===== config.mk =====
export PLATFORM = sky130hd
export DESIGN_NAME = mem_arbiter_flat
export DESIGN_NICKNAME = d
export VERILOG_FILES = /design/src/rtl/mem_arbiter_if.sv /design/src/rtl/mem_arbiter.sv /design/src/flat_wrapper.sv
export SDC_FILE = /design/constraint.sdc
export NUM_CORES = 1
export LEC_CHECK = 0
export ABC_CLOCK_PERIOD_IN_PS = 3300
export BUFFER_PORTS_ARGS = -buffer_cell sky130_fd_sc_hd__clkbuf_2
export CAP_MARGIN = 15
export CELL_PAD_IN_SITES_DETAIL_PLACEMENT = 1
export CELL_PAD_IN_SITES_GLOBAL_PLACEMENT = 1
export CORE_AREA = 2 2 129 131
export DETAILED_ROUTE_END_ITERATION = 10
export DIE_AREA = 0 0 131 133
export GPL_ROUTABILITY_DRIVEN = 0
export PLACE_DENSITY_LB_ADDON = 0.08
export REMOVE_ABC_BUFFERS = 1
export SLEW_MARGIN = 40
export SYNTH_ARGS = -nofsm -noshare
export SYNTH_HDL_FRONTEND = slang
export SYNTH_SLANG_ARGS = --single-unit

===== constraint.sdc =====
create_clock -name clk -period 3.3 [get_ports clk]
set_clock_uncertainty 0.15 [all_clocks]
set_input_delay 0.165 -clock clk [delete_from_list [all_inputs] [get_ports clk]]
set_output_delay 0.165 -clock clk [all_outputs]
set_load 0.02 [all_outputs]

===== src/rtl/mem_arbiter_if.sv =====
// mem_arbiter_if: requester ports A and B plus the single memory port of mem_arbiter.
interface mem_arbiter_if #(
  parameter int ADDR_W = 10,
  parameter int DATA_W = 32
);
  logic              a_valid, a_ready, a_we, a_rsp_valid;
  logic [ADDR_W-1:0] a_addr;
  logic [DATA_W-1:0] a_wdata, a_rsp_rdata;
  logic              b_valid, b_ready, b_we, b_rsp_valid;
  logic [ADDR_W-1:0] b_addr;
  logic [DATA_W-1:0] b_wdata, b_rsp_rdata;
  logic [ADDR_W-1:0] mem_address;
  logic [DATA_W-1:0] mem_write_data, mem_read_data;
  logic              mem_write, busy;
  modport slave (
    input  a_valid, a_we, a_addr, a_wdata, b_valid, b_we, b_addr, b_wdata, mem_read_data,
    output a_ready, a_rsp_valid, a_rsp_rdata, b_ready, b_rsp_valid, b_rsp_rdata,
           mem_address, mem_write_data, mem_write, busy
  );
  modport master (
    output a_valid, a_we, a_addr, a_wdata, b_valid, b_we, b_addr, b_wdata, mem_read_data,
    input  a_ready, a_rsp_valid, a_rsp_rdata, b_ready, b_rsp_valid, b_rsp_rdata,
           mem_address, mem_write_data, mem_write, busy
  );
endinterface


===== src/rtl/mem_arbiter.sv =====
// mem_arbiter: round-robin arbiter serializing two request ports onto one synchronous single-port memory.
module mem_arbiter #(
  parameter int ADDR_W = 10,
  parameter int DATA_W = 32
) (
  input logic          clk,
  input logic          rst,
  mem_arbiter_if.slave bus
);
  typedef enum logic [1:0] {IDLE, ISSUE, RESP} state_t;
  state_t            state, state_nx;
  logic              last_b, port_q, we_q, gnt_b, a_acc, b_acc, rd_rsp;
  logic [ADDR_W-1:0] addr_q;
  logic [DATA_W-1:0] wdata_q, a_rd_q, b_rd_q;
  // B wins only when A is idle or A was served last; rst keeps both ready low
  assign gnt_b  = bus.b_valid & (~bus.a_valid | ~last_b);
  assign a_acc  = (state == IDLE) & ~rst & bus.a_valid & ~gnt_b;
  assign b_acc  = (state == IDLE) & ~rst & gnt_b;
  assign rd_rsp = (state == RESP) & ~we_q;
  always_ff @(posedge clk or posedge rst)
    if (rst) state <= IDLE;
    else state <= state_nx;
  always_comb
    state_nx = (state == IDLE) ? ((a_acc | b_acc) ? ISSUE : IDLE) : (state == ISSUE) ? RESP : IDLE;
  always_ff @(posedge clk or posedge rst)
    if (rst) begin
      last_b  <= 1'b1;
      port_q  <= 1'b0;
      we_q    <= 1'b0;
      addr_q  <= '0;
      wdata_q <= '0;
      a_rd_q  <= '0;
      b_rd_q  <= '0;
    end else begin
      if (a_acc | b_acc) begin
        last_b  <= b_acc;
        port_q  <= b_acc;
        we_q    <= b_acc ? bus.b_we : bus.a_we;
        addr_q  <= b_acc ? bus.b_addr : bus.a_addr;
        wdata_q <= b_acc ? bus.b_wdata : bus.a_wdata;
      end
      if (rd_rsp && !port_q) a_rd_q <= bus.mem_read_data;
      if (rd_rsp && port_q) b_rd_q <= bus.mem_read_data;
    end
  // read data passes through during RESP, then the captured copy holds it
  always_comb begin
    bus.a_ready        = a_acc;
    bus.b_ready        = b_acc;
    bus.busy           = state != IDLE;
    bus.mem_write      = (state == ISSUE) & we_q;
    bus.mem_address    = addr_q;
    bus.mem_write_data = wdata_q;
    bus.a_rsp_valid    = (state == RESP) & ~port_q;
    bus.b_rsp_valid    = (state == RESP) & port_q;
    bus.a_rsp_rdata    = (rd_rsp && !port_q) ? bus.mem_read_data : a_rd_q;
    bus.b_rsp_rdata    = (rd_rsp && port_q) ? bus.mem_read_data : b_rd_q;
  end
endmodule


===== src/flat_wrapper.sv =====
// flat-port wrapper written by rule: the top's interface ports become plain ports
module mem_arbiter_flat 
#(
  parameter int ADDR_W = 10,
  parameter int DATA_W = 32
)
  (clk, rst, bus_a_valid, bus_a_we, bus_a_addr, bus_a_wdata, bus_b_valid, bus_b_we, bus_b_addr, bus_b_wdata, bus_mem_read_data, bus_a_ready, bus_a_rsp_valid, bus_a_rsp_rdata, bus_b_ready, bus_b_rsp_valid, bus_b_rsp_rdata, bus_mem_address, bus_mem_write_data, bus_mem_write, bus_busy);
  mem_arbiter_if #(.ADDR_W(ADDR_W), .DATA_W(DATA_W)) bus_i ();
  input logic clk;
  input logic rst;
  input wire logic [$bits(bus_i.a_valid)-1:0] bus_a_valid;
  input wire logic [$bits(bus_i.a_we)-1:0] bus_a_we;
  input wire logic [$bits(bus_i.a_addr)-1:0] bus_a_addr;
  input wire logic [$bits(bus_i.a_wdata)-1:0] bus_a_wdata;
  input wire logic [$bits(bus_i.b_valid)-1:0] bus_b_valid;
  input wire logic [$bits(bus_i.b_we)-1:0] bus_b_we;
  input wire logic [$bits(bus_i.b_addr)-1:0] bus_b_addr;
  input wire logic [$bits(bus_i.b_wdata)-1:0] bus_b_wdata;
  input wire logic [$bits(bus_i.mem_read_data)-1:0] bus_mem_read_data;
  output wire logic [$bits(bus_i.a_ready)-1:0] bus_a_ready;
  output wire logic [$bits(bus_i.a_rsp_valid)-1:0] bus_a_rsp_valid;
  output wire logic [$bits(bus_i.a_rsp_rdata)-1:0] bus_a_rsp_rdata;
  output wire logic [$bits(bus_i.b_ready)-1:0] bus_b_ready;
  output wire logic [$bits(bus_i.b_rsp_valid)-1:0] bus_b_rsp_valid;
  output wire logic [$bits(bus_i.b_rsp_rdata)-1:0] bus_b_rsp_rdata;
  output wire logic [$bits(bus_i.mem_address)-1:0] bus_mem_address;
  output wire logic [$bits(bus_i.mem_write_data)-1:0] bus_mem_write_data;
  output wire logic [$bits(bus_i.mem_write)-1:0] bus_mem_write;
  output wire logic [$bits(bus_i.busy)-1:0] bus_busy;
  assign bus_i.a_valid = bus_a_valid;
  assign bus_i.a_we = bus_a_we;
  assign bus_i.a_addr = bus_a_addr;
  assign bus_i.a_wdata = bus_a_wdata;
  assign bus_i.b_valid = bus_b_valid;
  assign bus_i.b_we = bus_b_we;
  assign bus_i.b_addr = bus_b_addr;
  assign bus_i.b_wdata = bus_b_wdata;
  assign bus_i.mem_read_data = bus_mem_read_data;
  assign bus_a_ready = bus_i.a_ready;
  assign bus_a_rsp_valid = bus_i.a_rsp_valid;
  assign bus_a_rsp_rdata = bus_i.a_rsp_rdata;
  assign bus_b_ready = bus_i.b_ready;
  assign bus_b_rsp_valid = bus_i.b_rsp_valid;
  assign bus_b_rsp_rdata = bus_i.b_rsp_rdata;
  assign bus_mem_address = bus_i.mem_address;
  assign bus_mem_write_data = bus_i.mem_write_data;
  assign bus_mem_write = bus_i.mem_write;
  assign bus_busy = bus_i.busy;
  mem_arbiter #(.ADDR_W(ADDR_W), .DATA_W(DATA_W)) u_core (.clk(clk), .rst(rst), .bus(bus_i));
endmodule

==> results of run 1 <==
==> sequential cells by signal, indices dropped and copies added (netlist names) <==
signal / flops
u_core.a_rd_q: 32
u_core.b_rd_q: 32
u_core.bus.mem_write_data: 32
u_core.bus.mem_address: 10
u_core.state: 2
u_core.last_b: 1
u_core.port_q: 1
u_core.we_q: 1
==> worst min-delay path, stage by stage <==
cell and delay, ns:
sky130_fd_sc_hd__clkbuf_2 0.13, sky130_fd_sc_hd__nand2_1 0.11, sky130_fd_sc_hd__a21o_1 0.12
==> repair_timing <==
item | 4_1_cts | 5_1_grt
hold buffers | 119 | 0
gates resized for setup | 0 | 0
setup buffers | 0 | 0
hold endpoints to repair | 155 | 0
==> power by group through the flow <==
stage          clock network (mW)  logic [mW]  registers [mW]
3_3_place_gp                    0        2.35            2.09
5_1_grt                      1.13        2.85            2.15
4_1_cts                      1.07        2.65            2.09
6_report                     1.03        2.63            2.09
3_5_place_dp                    0        2.39            2.11
2_1_floorplan                   0        1.39            2.22
==> cells in the final DEF (no fill, tap or decap), types with 2 or more instances in the layout <==
| master | count |
|---|---|
| sky130_fd_sc_hd__nor2b_4 | 2 |
| sky130_fd_sc_hd__clkinv_2 | 2 |
| sky130_fd_sc_hd__inv_6 | 2 |
| sky130_fd_sc_hd__nand3_1 | 43 |
| sky130_fd_sc_hd__mux2_2 | 27 |
| sky130_fd_sc_hd__mux2_4 | 30 |
| sky130_fd_sc_hd__clkbuf_2 | 233 |
| sky130_fd_sc_hd__a31oi_1 | 43 |
| sky130_fd_sc_hd__a21oi_1 | 44 |
| sky130_fd_sc_hd__mux2_1 | 7 |
| sky130_fd_sc_hd__dfrtp_1 | 110 |
| sky130_fd_sc_hd__dlygate4sd3_1 | 119 |
| sky130_fd_sc_hd__and2_1 | 2 |
| sky130_fd_sc_hd__o21ai_0 | 43 |
| sky130_fd_sc_hd__a21o_1 | 2 |
| sky130_fd_sc_hd__clkbuf_16 | 9 |
| sky130_fd_sc_hd__buf_4 | 6 |
==> layout make-up <==
cell class	count	area (um2)	share of cell area
Sequential cell	111	2780	0.362
Clock inverter	6	43.8	0.00570
Multi-Input combinational cell	254	1910	0.249
Timing Repair Buffer	360	2430	0.317
Inverter	2	10.0	0.00130
Tap cell	220	275	0.0358
Clock buffer	10	229	0.0298
==> logic make-up (layout without fill, tap and decap cells) <==
logic type	after synthesis	in the layout
buffers and inverters	42	378
flip-flops	111	111
AND/OR/NAND/NOR	56	56
AO/OA/AOI/OAI	134	134
multiplexers	64	64
==> worst paths after layout <==
check                                                  from                                   endpoint  slack [ns]  cells past startpoint
worst max register to register    u_core.state[0]$_DFF_PP0_  u_core.bus.mem_write_data[15]$_DFFE_PP0P_        0.61                      5
worst max-delay path                                    rst  u_core.bus.mem_write_data[15]$_DFFE_PP0P_        0.50                      7
max in group asynchronous                               rst  u_core.bus.mem_write_data[13]$_DFFE_PP0P_        1.81                      4
worst min-delay path                            bus_a_valid                  u_core.last_b$_DFFE_PP1P_        0.07                      3
min in group asynchronous                               rst                  u_core.state[0]$_DFF_PP0_        0.39                      3
worst min register to register  u_core.a_rd_q[17]$_DFF_PP0_                u_core.a_rd_q[17]$_DFF_PP0_        0.34                      1
==> metal layers <==
metal	share of wire	global-route usage
met4	0.014	0.0567
met2	0.49	0.321
met5	0	0
met3	0.073	0.0505
met1	0.43	0.235
==> synth_stat cells, drive strengths merged <==
master	number	share of area
a21oi	44	0.045
inv	2	0.0015
dfstp	1	0.0054
nor2b	3	0.0038
clkbuf	23	0.018
nand2	1	0.00077
o21ai	43	0.044
a31oi	43	0.055
nor3b	1	0.0026
mux2	64	0.17
a21o	2	0.0031
nor3	1	0.0021
a21bo	1	0.0021
buf	17	0.026
and2	2	0.0026
or3	1	0.0013
a21boi	1	0.0015
or2	2	0.0026
dfrtp	110	0.56
nand3	43	0.044
nor2	1	0.00077
and3b	1	0.0018
==> through the flow <==
step / std cells / setup slack, ns
floorplan: 367 / -1.09
global placement: 828 / 1.07
detailed placement: 828 / 1.03
CTS: 963 / 0.534
global route: 963 / 0.354
finish: 963 / 0.502
==> results, run 1 <==
- The flow ran to the end, and the final reports show no timing, DRC or antenna violations.
- The total global routing track utilization is 0.190.
- Hold is met by 0.0691 ns.
- The simple-gate share of the synthesized area is 0.0624.
- The clock transition at the register clock pins on the worst setup and hold paths after CTS is 0.07 ns.
- The net switching share of the total power is 0.385.
- The global-route wire length before repair is 25900 um.
- The analysis attributes to net switching a power of 2.22 mW.
- The number of vias per cell after detailed routing is 4.78.
- In this run the horizontal extent of the chip is 131 um.
- Setup repair after global routing left no endpoint under its margin.
- No sink is reached through more buffers than the 2 on the longest clock path.
- The final count of pins violating max slew is 0.
- The number of buffers and inverters on the critical path is 4.
- The final routed DRC violation total is 0.
- Broken down by cell family, the worst path's largest delay share belongs to buffers and inverters.
- The type of the worst min-delay path is in2reg.
- After synthesis, the largest family of logic cells by area is multiplexers.
- The number of global-route vias before repair came to 5031.
- The share of total power dissipated in the clock network is 0.180.
- The share of total power dissipated in sequential elements is 0.363.
- The TritonCTS clock tree is done.
- In this run the vertical extent of the chip is 133 um.
- Of the total synthesized cell area, the portion taken by full adders, half adders and majority gates is 0.
- In this run the clock root is driven by a sky130_fd_sc_hd__clkbuf_16.
- The minimum clock period after layout is 2.80 ns.
- The signal on the critical path passes through dlygate4sd3_1 -> clkbuf_2 -> or3_2 -> buf_4 -> o21ai_0 -> a31oi_1 -> dlygate4sd3_1.
- The number of design-rule violations left by the first detailed-router iteration is 149.
- For this run, the register share of the synthesized area comes to 0.570.
- The power density normalized to cell area is 749 nW/um2.
- The initial utilization of the core area, before any placement, comes to 0.302.
- The count of mapped cells out of synthesis is 407.
- The region available for standard cell placement spans 16200 um2.
- The post-synthesis compound-gate area fraction is 0.151.
- The logic gate share of total power is 0.457.
- The filler cells instantiated in the layout total 1844.
- Measured against the total synthesized area, the mux share comes to 0.171.
- The number of placement rows is 47.
- The internal power of the cells totals 3.54 mW.
- The count of endpoints failing hold in the final timing report is 0.
- The detail route stage leaves a number of antenna-violating nets equal to 0.
- In this run the static leakage power is 3.55 nW.
- The aggregate routed wire length is 16200 um.
- The post-synthesis cell type count is 26.
- Data on the critical path is required at its endpoint by 3.37 ns.
- In this run the cell area measured after placement is 6210 um2.
- The post-synthesis area per instance is 12.0 um2.
- The xor/xnor cell area share of the yosys netlist is 0.
- The net count reported at finish is 860.
- The H-tree was split into 3 levels.
- The ratio of cells with drive above 1 in the final layout is 0.435.
- The die covers 17400 um2.
- The critical path in this run is classified as in2reg.
- Counting every sink on the clock net gives 111.
- In this run the tightest slew margin relative to its limit is 0.551.
- The detailed-route wire length per cell is 16.8 um.
- The reported max-cap violation count is 0.
- The number of antenna violations at the first check in global routing was 0.
- The final instance area is 7680 um2.
- In this design, the stage delay of the slowest critical-path cell is 0.78 ns.
- Adding up every negative setup slack in the final design gives 0 ns.
- Setup violations remaining at the end of the flow were counted as 0.
- The number of warnings printed during yosys synthesis is 0.
- Summed over all layers, the global routing overflow is 0.
- In this run, CTS created clock tree buffers numbering 9.
- The via count of the routed design is 4600.
- The number of placed I/O pins is 234.
- Timing would allow up to 357 MHz.
- After layout, the design draws a total of 5.76 mW.
- In this run the worst path has a maximum fanout of 32.
- The total half-perimeter wirelength after legalization and detailed placement is 10500 um.
- The number of search-and-repair iterations in the first detailed-routing pass is 4.
- Across the VDD grid, the largest voltage drop is 329 uV.
- The transition time at the pin with the least slew margin is 0.673 ns.
- STA classifies the critical path startpoint as an input port.
- For the worst-skew pair, the clock arrives at the later sink with an insertion delay of 0.34 ns.
- Data on the critical path arrives at its endpoint at 2.87 ns.
- The final period utilization is 0.848.
- Buffers placed on the I/O ports in this run total 233.
- The core occupancy in the finished layout is 0.475.
- The total inserted antenna cells is 0.
- The mapped netlist covers 4880 um2.
- Among the stages of the critical path, the cell type that occurs most often is sky130_fd_sc_hd__dlygate4sd3_1.
- The slowest cell on the critical path is sky130_fd_sc_hd__or3_2.
- Entering global routing, the biggest net connects 88 pins.
- STA classifies the critical path endpoint as a flip-flop.
- The synthesis-to-finish area growth is 57.6%.
- The synthesis-stage register bit count is 111.
(Power assumes the default switching activity.)
==> run 2, diff against run 1 <==
--- a/config.mk
+++ b/config.mk
@@ -5,14 +5,14 @@
 export SDC_FILE = /design/constraint.sdc
 export NUM_CORES = 1
 export LEC_CHECK = 0
-export ABC_CLOCK_PERIOD_IN_PS = 3300
+export ABC_CLOCK_PERIOD_IN_PS = 2750
 export BUFFER_PORTS_ARGS = -buffer_cell sky130_fd_sc_hd__clkbuf_2
 export CAP_MARGIN = 15
 export CELL_PAD_IN_SITES_DETAIL_PLACEMENT = 1
 export CELL_PAD_IN_SITES_GLOBAL_PLACEMENT = 1
-export CORE_AREA = 2 2 129 131
+export CORE_AREA = 2 2 122 124
 export DETAILED_ROUTE_END_ITERATION = 10
-export DIE_AREA = 0 0 131 133
+export DIE_AREA = 0 0 124 126
 export GPL_ROUTABILITY_DRIVEN = 0
 export PLACE_DENSITY_LB_ADDON = 0.08
 export REMOVE_ABC_BUFFERS = 1
==> constraint.sdc (replaced) <==
create_clock -name clk -period 2.75 [get_ports clk]
set_clock_uncertainty 0.15 [all_clocks]
set_input_delay 0.1375 -clock clk [delete_from_list [all_inputs] [get_ports clk]]
set_output_delay 0.1375 -clock clk [all_outputs]
set_load 0.02 [all_outputs]
==> run 2 against run 1 <==
Power up 22%. Count of clock-buffer cells in the layout up 1. Sequential power up 20%. Sequential cell count unchanged. Sequential share of layout area down 0.053 points. Critical path depth unchanged. Core utilization up 6.2 points. Clock power up 27%. Critical path type unchanged. Critical endpoint is now u_core.bus.mem_write_data[23]$_DFFE_PP0P_.
==> results, run 2 (synthesis results as in run 1) <==
- In this run the post-CTS setup repair buffer count came out at 0.
- Summed over all layers, the global routing overflow is 0.
- Leaving out fill and tap cells, the most frequent cell in the layout is sky130_fd_sc_hd__clkbuf_2.
- The type of the worst min-delay path is in2reg.
- The worst register-to-register path ends at u_core.bus.mem_write_data[23]$_DFFE_PP0P_.
- The clock sink total is 111.
- For this configuration, the core starts out at a cell density of 0.341.
- Before CTS, the worst setup slack after placement is 0.631 ns.
- The global-route wire length before repair is 26700 um.
- The clock period could shrink to 2.60 ns.
- For this run, design rule violations remaining after detail routing come to 0.
- The depth of the worst register-to-register path is 5.
- The library cells used most frequently in the layout, excluding fill and tap cells, are 233 x sky130_fd_sc_hd__clkbuf_2, 119 x sky130_fd_sc_hd__dlygate4sd3_1, 110 x sky130_fd_sc_hd__dfrtp_1.
- The flow ran to the end, and the final reports show no timing, DRC or antenna violations.
- Summed over all cells, the static leakage comes to 3.58 nW.
- In the global route stage, overall resource usage came out at 0.219.
- The most frequent cell on the critical path is sky130_fd_sc_hd__dlygate4sd3_1.
- The number of global-route vias before repair is 5153.
- For the worst-skew pair, the clock arrives at the later sink with an insertion delay of 0.34 ns.
- The count of cells along the worst hold path is 3.
- The post-cts resize count is 0.
- The maximum frequency from static timing analysis is 384 MHz.
- In this run the cell area measured after placement is 6210 um2.
- Detailed routing inserted a total of 4625 vias.
- The initialized floorplan defines 44 standard-cell rows.
- The data arrival time of the critical path is 2.68 ns.
- Entering global routing, the biggest net connects 65 pins.
- The worst setup path is launched from an input port.
- Detailed placement finished with a half-perimeter wire length of 10800 um.
- The number of setup violations in the final report is 0.
- The aggregate routed wire length is 16800 um.
- The core region is 14300 um2.
- The classification of the worst setup path is in2reg.
- The deepest clock path buffer count is 2.
- In this run the remaining antenna-violating nets after routing total 0.
- In the final layout, the share of cells above drive strength 1 is 0.436.
- The maximum resistive drop on vdd is 326 uV.
- The root buffer cell chosen for the clock tree is sky130_fd_sc_hd__clkbuf_16.
- In this run, the number of DRC markers left after iteration 0 of detailed routing was 160.
- The H-tree was split into 3 levels.
- The number of vias per cell after detailed routing is 4.96.
- The signal on the critical path passes through dlygate4sd3_1 -> clkbuf_2 -> or3_1 -> buf_4 -> o21ai_0 -> a31oi_1 -> dlygate4sd3_1.
- The setup check on the worst reg-to-reg path leaves a slack of 0.22 ns.
- The sequential cell area is 2780 um2.
- The slowest cell on the critical path is sky130_fd_sc_hd__dlygate4sd3_1.
- The clock transition at the register clock pins on the worst setup and hold paths after CTS is 0.07 ns.
- The die covers 15600 um2.
- The reported max-cap violation count is 0.
- The path with the worst hold slack has its endpoint at u_core.last_b$_DFFE_PP1P_.
- The largest single stage delay on the critical path is 0.59 ns.
- After layout, the design draws a total of 7.00 mW.
- The detailed-route wire length per cell is 18.0 um.
- Summing all multi-input logic gate instances after layout gives 1910 um2.
- The count of fill cells added during filler insertion is 1606.
- The width of the die is 124 um.
- The number of clock buffers added by TritonCTS is 9.
- The net count reported at finish is 865.
- Of all nets on the critical path, the largest fanout is 37.
- The launch point of the worst reg-to-reg path is u_core.state[0]$_DFF_PP0_.
- In the finished design, the share of the clock period the worst path needs comes to 0.946.
- From synthesis to final layout, the design area changed by 57.8%.
- The final count of pins violating max slew is 0.
- The finished cells cover 7700 um2.
- The count of endpoints failing hold in the final timing report is 0.
- The transition time at the pin with the least slew margin is 0.669 ns.
- The data required time of the critical path is 2.82 ns.
- The die span in y is 126 um.
- Pin placement for this block handled 234 I/O pins.
- The power density normalized to cell area is 909 nW/um2.
- TritonCTS built the clock tree.
- Setup repair after global routing left no endpoint under its margin.
- 0 antenna diodes ended up in the layout.
- The startpoint of the most critical hold path is bus_a_valid.
- The first detailed-routing pass took 4 iterations.
- The type of destination of the critical path is a flip-flop.
- For the final routed database, the setup TNS stands at 0 ns.
- The worst path setup slack after routing is 0.148 ns.
- The number of buffers added on ports is 233.
- Measured against its own limit, the worst slew margin works out to 0.554.
- The number of antenna violations at the first check in global routing came to 0.
==> run 2: area by class of cell <==
class,instances,area share
Timing Repair Buffer,365,0.322
Tap cell,184,0.0299
Sequential cell,111,0.361
Inverter,2,0.00130
Clock inverter,5,0.00748
Clock buffer,11,0.0302
Multi-Input combinational cell,254,0.248
==> run 2: power breakdown <==
group,switching [mW],internal (mW),total (mW)
Sequential,0.246,2.27,2.51
Combinational,1.81,1.37,3.18
Clock,0.596,0.710,1.31
Total,2.65,4.35,7.00
==> run 2: worst max-delay path by stage <==
stage,from,to,slack [ns],cells past startpoint
after floorplan,u_core.state[0]$_DFF_PP0_,u_core.bus.mem_write_data[24]$_DFFE_PP0P_,-1.64,3
after global placement,u_core.state[0]$_DFF_PP0_,bus_a_rsp_rdata[9],0.72,5
after detailed placement,u_core.state[0]$_DFF_PP0_,bus_a_rsp_rdata[30],0.63,5
after CTS,rst,u_core.bus.mem_address[0]$_DFFE_PP0P_,0.20,7
after global routing,rst,u_core.bus.mem_write_data[13]$_DFFE_PP0P_,0.06,7
final,rst,u_core.bus.mem_write_data[23]$_DFFE_PP0P_,0.15,7
==> run 2: what timing repair did <==
action                                 4_1_cts  5_1_grt
endpoints found under the hold margin      153        0
hold buffers                               119        0
setup endpoints to repair                    0        0
==> run 2: critical path, delay by kind of cell <==
kind                   cells  cell delay [ns]
AOI/OAI and AO/OA          2             0.35
and+or+nand+nor            1             0.55
buffers and inverters      4             1.61
==> run 2: routing by layer <==
layer | vias up | GRT usage | part of all wire
li1 | 2160 | - | -
met1 | 2283 | 0.260 | 0.41
met2 | 164 | 0.389 | 0.50
met3 | 18 | 0.0498 | 0.064
met4 | 0 | 0.0694 | 0.018
met5 | - | 0 | 0
==> run 2: per-stage QoR <==
stage               utilization  std cells  hold WS, ns
floorplan                     -        367        0.149
global placement          0.434        797        0.179
detailed placement        0.434        797        0.186
CTS                       0.538        932       0.0100
global route              0.538        932       0.0843
finish                    0.538        932       0.0338
==> run 3, diff against run 2 <==
--- a/config.mk
+++ b/config.mk
@@ -5,17 +5,18 @@
 export SDC_FILE = /design/constraint.sdc
 export NUM_CORES = 1
 export LEC_CHECK = 0
-export ABC_CLOCK_PERIOD_IN_PS = 2750
+export ABC_CLOCK_PERIOD_IN_PS = 3100
 export BUFFER_PORTS_ARGS = -buffer_cell sky130_fd_sc_hd__clkbuf_2
 export CAP_MARGIN = 15
 export CELL_PAD_IN_SITES_DETAIL_PLACEMENT = 1
 export CELL_PAD_IN_SITES_GLOBAL_PLACEMENT = 1
-export CORE_AREA = 2 2 122 124
+export CORE_AREA = 2 2 118 120
 export DETAILED_ROUTE_END_ITERATION = 10
-export DIE_AREA = 0 0 124 126
+export DIE_AREA = 0 0 120 122
 export GPL_ROUTABILITY_DRIVEN = 0
 export PLACE_DENSITY_LB_ADDON = 0.08
 export REMOVE_ABC_BUFFERS = 1
+export SKIP_CTS_REPAIR_TIMING = 1
 export SLEW_MARGIN = 40
 export SYNTH_ARGS = -nofsm -noshare
 export SYNTH_HDL_FRONTEND = slang
==> constraint.sdc (replaced) <==
create_clock -name clk -period 3.1 [get_ports clk]
set_clock_uncertainty 0.15 [all_clocks]
set_input_delay 0.155 -clock clk [delete_from_list [all_inputs] [get_ports clk]]
set_output_delay 0.155 -clock clk [all_outputs]
set_load 0.02 [all_outputs]
==> run 3 against run 2 <==
Wire length grew 0.48%. Critical path depth shrank 2. Register-to-register slack gained 0.37 ns. Non-clock buffer count decreased by 4. Highest routed layer unchanged. Critical path type is now reg2out. Global-route usage is 1.7 points lower. First-iteration DRC count is 64% higher. Sequential power fell by 11%. Clock power is 6% lower. Worst hold slack gained 0.012 ns. Largest cell class unchanged. Sequential cell count unchanged.
==> results, run 3 (synthesis results as in run 1) <==
- The total negative slack for setup checks is 0 ns.
- The placeable core area is 13500 um2.
- The initial core utilization is 0.361.
- The final routed DRC violation total is 0.
- The total number of H-tree levels is 3.
- The static leakage power is 3.58 nW.
- The area of combinational cells with multiple inputs is 1910 um2.
- The global-route wire length before repair is 23000 um.
- The aggregate routed wire length is 16800 um.
- The finished cells cover 7710 um2.
- The wire-length estimate of the detail-placed layout is 10200 um.
- The minimum clock period after layout is 2.61 ns.
- In this run the number of cells on the critical path is 5.
- Once layout is complete, the utilization of the core stands at 0.571.
- The maximum number of pins on one net before global-route repair is 88.
- The final hold slack is 0.0456 ns.
- The sequential cells in the finished layout cover a total of 2780 um2.
- The number of global-route vias before repair was 4242.
- The deepest clock path buffer count is 2.
- Clock-pin slew was measured on the worst setup and hold paths at 0.07 ns.
- The detailed-route wire length per cell is 18.2 um.
- Summing all placed instances gives a cell area of 6190 um2.
- For the pin with the worst max-slew slack, the measured transition is 0.616 ns.
- In the layout the commonest cells are 233 x sky130_fd_sc_hd__clkbuf_2, 119 x sky130_fd_sc_hd__dlygate4sd3_1, 110 x sky130_fd_sc_hd__dfrtp_1.
- The cell class contributing the biggest share of worst-path delay is buffers and inverters.
- The data arrival time of the critical path is 2.30 ns.
- Row generation in the floorplan step produced 43 rows.
- The launch point of the worst reg-to-reg path is u_core.state[0]$_DFF_PP0_.
- The capturing element of the worst setup path is bus_b_rsp_rdata[0].
- The cell sitting at the root of the clock tree is a sky130_fd_sc_hd__clkbuf_16.
- The reported max-cap violation count is 0.
- STA classifies the critical path endpoint as a primary output.
- The die is 120 um wide.
- The sort of element at the start of the critical path is a flip-flop.
- The die area is 14600 um2.
- The maximum resistive drop on vdd is 304 uV.
- 0 antenna diodes ended up in the layout.
- The count of fill cells added during filler insertion is 1516.
- Dividing the final minimum period by the clock period gives 0.841.
- The data required time of the critical path is 2.79 ns.
- The most common library cell in the layout ignoring fill and taps is sky130_fd_sc_hd__clkbuf_2.
- The worst register-to-register path has a depth of 5.
- Setup repair after global routing left no endpoint under its margin.
- The overall power consumption is 6.30 mW.
- The worst register-to-register path ends at u_core.bus.mem_write_data[12]$_DFFE_PP0P_.
- The flow ran to the end, and the final reports show no timing, DRC or antenna violations.
- The worst path setup slack after routing is 0.493 ns.
- The number of setup violations in the final report is 0.
- The detail route stage leaves a number of antenna-violating nets equal to 0.
- The type of the worst min-delay path is in2reg.
- The die span in y is 122 um.
- In the final layout, the share of cells above drive strength 1 is 0.435.
- The via count of the routed design is 4660.
- The number of search-and-repair iterations in the first detailed-routing pass is 4.
- The power density normalized to cell area is 817 nW/um2.
- The residual overflow from global routing is 0.
- In the final design database the tool counted 861 nets.
- In this run the worst setup path begins at u_core.state[0]$_DFF_PP0_.
- The worst slew slack as a fraction of its limit is 0.590.
- In this run the tool buffered the top-level ports with 233 buffer cells.
- The later pin in the worst-skew pair is clocked with a latency of 0.35 ns.
- Timing would allow up to 384 MHz.
- The largest stage delay on the critical path is 0.49 ns.
- The final count of pins violating max slew was 0.
- The slowest cell on the critical path is sky130_fd_sc_hd__buf_4.
- The number of placed instances, taps included, is 789.
- The total global routing track utilization is 0.202.
- The tree built by TritonCTS fans out to 111 sinks.
- The count of endpoints failing hold in the final timing report came to 0.
- Buffers inserted during clock tree synthesis total 9.
- The number of antenna violations at the first check in global routing was 0.
- The number of vias per cell after detailed routing is 5.04.
- The filler-free cell count of the finished design is 924.
- The TritonCTS clock tree is done.
- The detailed router finished its first iteration with 262 violations.
- The classification of the worst setup path is reg2out.
- Across all register-to-register paths, the minimum setup slack is 0.59 ns.
- The number of buffers and inverters on the critical path is 2.
- In this run the worst path has a maximum fanout of 32.
- The synthesis-to-finish area growth is 58.0%.
- The signal on the critical path passes through and3b_1 -> nor2b_4 -> buf_4 -> mux2_2 -> clkbuf_2.
- During I/O placement, the number of pins put on the boundary was 234.
- Prior to clock tree synthesis, the placed netlist has a worst setup slack of 0.861 ns.
[run 3: tightest hold or removal path, cell delays in order]
cell	delay, ns
sky130_fd_sc_hd__clkbuf_2	0.13
sky130_fd_sc_hd__nand2_1	0.11
sky130_fd_sc_hd__a21o_1	0.12
[run 3: worst min path at each step]
stage | start | end | slack [ns] | depth (start not counted)
floorplan | bus_a_wdata[24] | u_core.bus.mem_write_data[24]$_DFFE_PP0P_ | 0.17 | 2
global placement | rst | u_core.state[0]$_DFF_PP0_ | 0.26 | 2
detailed placement | bus_b_wdata[21] | u_core.bus.mem_write_data[21]$_DFFE_PP0P_ | 0.26 | 3
CTS | bus_b_wdata[1] | u_core.bus.mem_write_data[1]$_DFFE_PP0P_ | -0.12 | 3
global route | bus_a_valid | u_core.port_q$_DFFE_PP0P_ | 0.07 | 3
finish | bus_a_valid | u_core.port_q$_DFFE_PP0P_ | 0.05 | 3
[run 3: cell type report]
| type | instances | share of cell area |
|---|---|---|
| tap | 180 | 0.0292 |
| clock buffer | 11 | 0.0328 |
| inverter | 2 | 0.00162 |
| sequential | 111 | 0.361 |
| clock inverter | 5 | 0.00796 |
| timing repair buffer | 361 | 0.320 |
| multi-input combinational | 254 | 0.248 |
[run 3: layer usage]
metal / vias to the layer above / wire, um / GRT usage
met1: 2305 / 7140 / 0.260
met4: 0 / 302 / 0.0831
met2: 177 / 8300 / 0.316
li1: 2154 / - / -
met5: - / 0 / 0
met3: 24 / 1090 / 0.0627
[run 3: power by group]
group | internal (mW) | switching (mW) | leakage, nW | total (mW)
registers | 2.01 | 0.226 | 1.31 | 2.24
logic | 1.22 | 1.62 | 2.12 | 2.83
clock network | 0.679 | 0.549 | 0.157 | 1.23
